===== config.mk =====
export PLATFORM = sky130hd
export DESIGN_NAME = proc_ctrl
export DESIGN_NICKNAME = d
export VERILOG_FILES = /design/src/rtl/proc_ctrl.sv
export SDC_FILE = /design/constraint.sdc
export NUM_CORES = 1
export LEC_CHECK = 0
export BUFFER_PORTS_ARGS = -buffer_cell sky130_fd_sc_hd__buf_2
export CAP_MARGIN = 20
export CORE_MARGIN = 8
export CORE_UTILIZATION = 47
export CTS_CLUSTER_DIAMETER = 120
export DETAILED_ROUTE_END_ITERATION = 10
export PLACE_DENSITY = 0.83
export SLEW_MARGIN = 20
export SYNTH_ARGS = -nofsm -noshare
export SYNTH_HDL_FRONTEND = slang
export SYNTH_SLANG_ARGS = --single-unit

===== constraint.sdc =====
create_clock -name clock -period 1.75 [get_ports clock]
set_input_delay 0.175 -clock clock [delete_from_list [all_inputs] [get_ports clock]]
set_output_delay 0.175 -clock clock [all_outputs]
set_load 0.02 [all_outputs]

===== src/rtl/proc_ctrl.sv =====
// rtl/proc_ctrl.sv - T0..T3 instruction sequencer for a small register-file datapath
module proc_ctrl #(
    parameter logic [8:0] IR_RESET = 9'h000
) (
    input  logic       clock,
    input  logic       reset,
    input  logic       run,
    input  logic [8:0] din,
    output logic       irin,
    output logic [7:0] rin,
    output logic [7:0] rout,
    output logic       dinout,
    output logic       gout,
    output logic       ain,
    output logic       gin,
    output logic       sub,
    output logic       done,
    output logic       illegal
);

    typedef enum logic [1:0] {
        T0 = 2'd0,
        T1 = 2'd1,
        T2 = 2'd2,
        T3 = 2'd3
    } state_t;

    localparam logic [2:0] OP_MV  = 3'b000;
    localparam logic [2:0] OP_MVI = 3'b001;
    localparam logic [2:0] OP_ADD = 3'b010;
    localparam logic [2:0] OP_SUB = 3'b011;

    state_t     state;
    logic [8:0] ir;

    logic [2:0] opcode;
    logic [2:0] rx;
    logic [2:0] ry;
    logic       is_alu;
    logic       is_undef;

    assign opcode   = ir[8:6];
    assign rx       = ir[5:3];
    assign ry       = ir[2:0];
    assign is_alu   = (opcode == OP_ADD) || (opcode == OP_SUB);
    assign is_undef = opcode[2];

    // One-hot register select for a 3-bit register index.
    function automatic logic [7:0] reg_sel(input logic [2:0] idx);
        logic [7:0] v;
        v = 8'h00;
        v[idx] = 1'b1;
        return v;
    endfunction

    // Sequencer state and instruction register; IR only loads on a T0 start.
    always_ff @(posedge clock or posedge reset) begin
        if (reset) begin
            state <= T0;
            ir    <= IR_RESET;
        end else begin
            case (state)
                T0: begin
                    if (run) begin
                        ir    <= din;
                        state <= T1;
                    end
                end
                T1: begin
                    if (is_alu) begin
                        state <= T2;
                    end else begin
                        state <= T0;
                    end
                end
                T2: begin
                    // A non-ALU IR here can only come from corruption; recover to T0.
                    if (is_alu) begin
                        state <= T3;
                    end else begin
                        state <= T0;
                    end
                end
                T3: begin
                    state <= T0;
                end
                default: begin
                    state <= T0;
                end
            endcase
        end
    end

    // Control strobes decoded from state and IR, forced quiet while reset is high.
    always_comb begin
        irin    = 1'b0;
        rin     = 8'h00;
        rout    = 8'h00;
        dinout  = 1'b0;
        gout    = 1'b0;
        ain     = 1'b0;
        gin     = 1'b0;
        sub     = 1'b0;
        done    = 1'b0;
        illegal = 1'b0;
        if (!reset) begin
            case (state)
                T0: begin
                    irin = run;
                end
                T1: begin
                    if (is_undef) begin
                        done    = 1'b1;
                        illegal = 1'b1;
                    end else begin
                        case (opcode)
                            OP_MV: begin
                                rout = reg_sel(ry);
                                rin  = reg_sel(rx);
                                done = 1'b1;
                            end
                            OP_MVI: begin
                                dinout = 1'b1;
                                rin    = reg_sel(rx);
                                done   = 1'b1;
                            end
                            default: begin
                                rout = reg_sel(rx);
                                ain  = 1'b1;
                                sub  = (opcode == OP_SUB);
                            end
                        endcase
                    end
                end
                T2: begin
                    if (is_alu) begin
                        rout = reg_sel(ry);
                        gin  = 1'b1;
                        sub  = (opcode == OP_SUB);
                    end
                end
                T3: begin
                    if (is_alu) begin
                        gout = 1'b1;
                        rin  = reg_sel(rx);
                        done = 1'b1;
                    end
                end
                default: begin
                    irin = 1'b0;
                end
            endcase
        end
    end

endmodule

==> results.cfg <==
[run_status]
violations = negative setup slack
status = complete, but fails checks

[sta]
whs_ps = 139
hold_viol = 0
period_needed_ps = 2030
fin_ws_ps = -279
relSlewSlack = 0.726
drv_slew = 0
worst_pin_slew_ps = 407
fmax_mhz = 493
fin_skew_ps = 3.71
fin_crit_sh = 1.16
setup_viol = 17
rsz0062_at_grt = yes

[floorplan]
initial_utilization = 0.478
core_sq_um = 1880
io_pins = 36
dieWidth_um = 59.8
dieArea_sq_um = 3570
rows = 16
dieHeight_um = 59.8

[routing]
antenna_left = 0
avgRoutedWirePerCell_um = 17.1
first_pass_iters = 4
first_iter_violations = 46
vias = 1046
routed_via_density = 5.68
totalWireLength_mm = 3.15
route.detailed.drc = 0

[grt]
grt_remaining_overflow = 0
grt_max_degree = 13
track_usage = 0.167
antenna_found_initial = 0
grt_pass1_wl_mm = 4.62
grt_pass1_vias = 1025

[flow_run]
max_cap_viol_count = 0

[pwr]
ir_drop_v = 0.00108
power.leakage_uw = 0.000696
p_per_area_nw_per_um2 = 1630
p_total_uw = 2390

[final_layout]
utilization = 0.781
fillers = 137
multi_input_area_sq_um = 714
layout-drive-gt1-share = 0.605
final_cell_area_sq_um = 1470
antennaDiodeCount = 0
seq_area_sq_um = 277
mostFrequentLayoutCells = 32 x buf_4, 18 x buf_2, 12 x nor2_1
stdcell_count = 184
area_growth_pct = 63.4
nets = 175
final_common_cell = buf_4

[placement]
placed_area_sq_um = 1240
place_inst = 174
place.gp.congestion = 0.882
dp_hpwl_mm = 2.17
portBuffers = 35

[synth]
syn_nets = 116
synthArstFlopShare = 1.00
synth_edf_count = 0
synthFlopType = dfrtp_1
synthesis.area_sq_um = 900
ys_warn_count = 0
ys_ff_latch = 11
avgSynthCellArea_sq_um = 9.09
seq_area_frac_synth = 0.306
netlist-cell-type-count = 39
syn_inst = 99

[worst_setup_path]
required_ps = 1570
crit_arrival_ps = 1850
path_class = reg2out
cp-start-kind = flip-flop
path_max_fanout = 5
end_kind = primary output
critical_path_buf_inv_count = 2
slowest_stage = or4_4
cp_top_family = simple AND/OR/NAND/NOR gates
worstPathCellList = inv_2, ha_4, nand2_2, or4_4, a221oi_4, buf_6
critPathMaxStageDelay_ps = 440

[cts]
cts_buffers = 3
cts.clk_slew.worst_paths_ps = 60
clk_latency_ps = 260
htreeDepth = 1
cts_sinks = 11
cts-root-buf = clkbuf_4
clk_path_buf_depth = 2
cts_tree = done

[worst_hold_path]
hold_path_class = in2reg
## state kept, by name, summed over array words and instances (netlist names)
signal,count
state,2
ir,9
## cell usage after synthesis, types with 2 or more instances
library cell,number,area (sq um)
and2_1,3,18.8
and3_1,3,18.8
and4b_1,2,20.0
buf_2,3,15.0
dfrtp_1,11,275
ha_1,5,62.6
inv_1,3,11.3
mux2_2,9,101
mux2i_1,2,20.0
nand2_1,5,18.8
nand4_1,3,18.8
nor2_1,15,56.3
nor2b_1,4,25.0
o22ai_1,4,25.0
o32ai_1,2,17.5
or2b_1,2,15.0
## where the power goes
group / leakage (uW) / internal, uW / switching [uW]
logic: 0.000551 / 831 / 770
clock network: 0.0000150 / 88.0 / 75.4
registers: 0.000130 / 385 / 244
## metrics by stage
stage / TNS [ps] / setup slack [ps]
after floorplan: -126 / -20.5
after global placement: -13.3 / -13.3
after detailed placement: -124 / -66.4
after CTS: -2360 / -253
after global routing: -4820 / -394
final: -3370 / -279
## what timing repair did
item                                    4_1_cts  5_1_grt
pin swaps                                    15        4
endpoints found under the hold margin        11        0
gates resized for setup                      29       17
buffers inserted                              3        2
endpoints found under the setup margin       18       20
hold buffers                                  1        0
## cell type report
class / instances / share of cell area
flip-flops and latches: 11 / 0.188
multi-input cells: 82 / 0.486
inverters: 3 / 0.00766
repair buffers: 57 / 0.277
clock buffers: 4 / 0.0179
well taps: 27 / 0.0230
## kinds of logic after synthesis
group | synth area share
compound gates | 0.145
fa+ha+maj | 0.0695
buf+inv | 0.0292
flops | 0.306
mux | 0.135
simple gates | 0.316
## path summary, 6_finish.rpt
kind	to	startpoint	depth (start not counted)	slack [ps]
hold / removal	ir[6]$_DFFE_PP0P_	din[6]	2	140
max in group asynchronous	ir[7]$_DFFE_PP0P_	reset	4	1070
setup reg to reg	state[1]$_DFFE_PP0P_	state[1]$_DFFE_PP0P_	5	360
min in group asynchronous	state[1]$_DFFE_PP0P_	reset	4	530
hold reg to reg	ir[4]$_DFFE_PP0P_	ir[4]$_DFFE_PP0P_	1	640
setup / recovery	rout[6]	state[1]$_DFFE_PP0P_	6	-280
## layer usage
metal	track usage	up-vias	routed length, um
met5	0	-	0
met4	0.0510	0	47
met3	0.0301	5	149
met2	0.303	47	1630
met1	0.191	513	1320
li1	-	481	-
(Power assumes the default switching activity.)
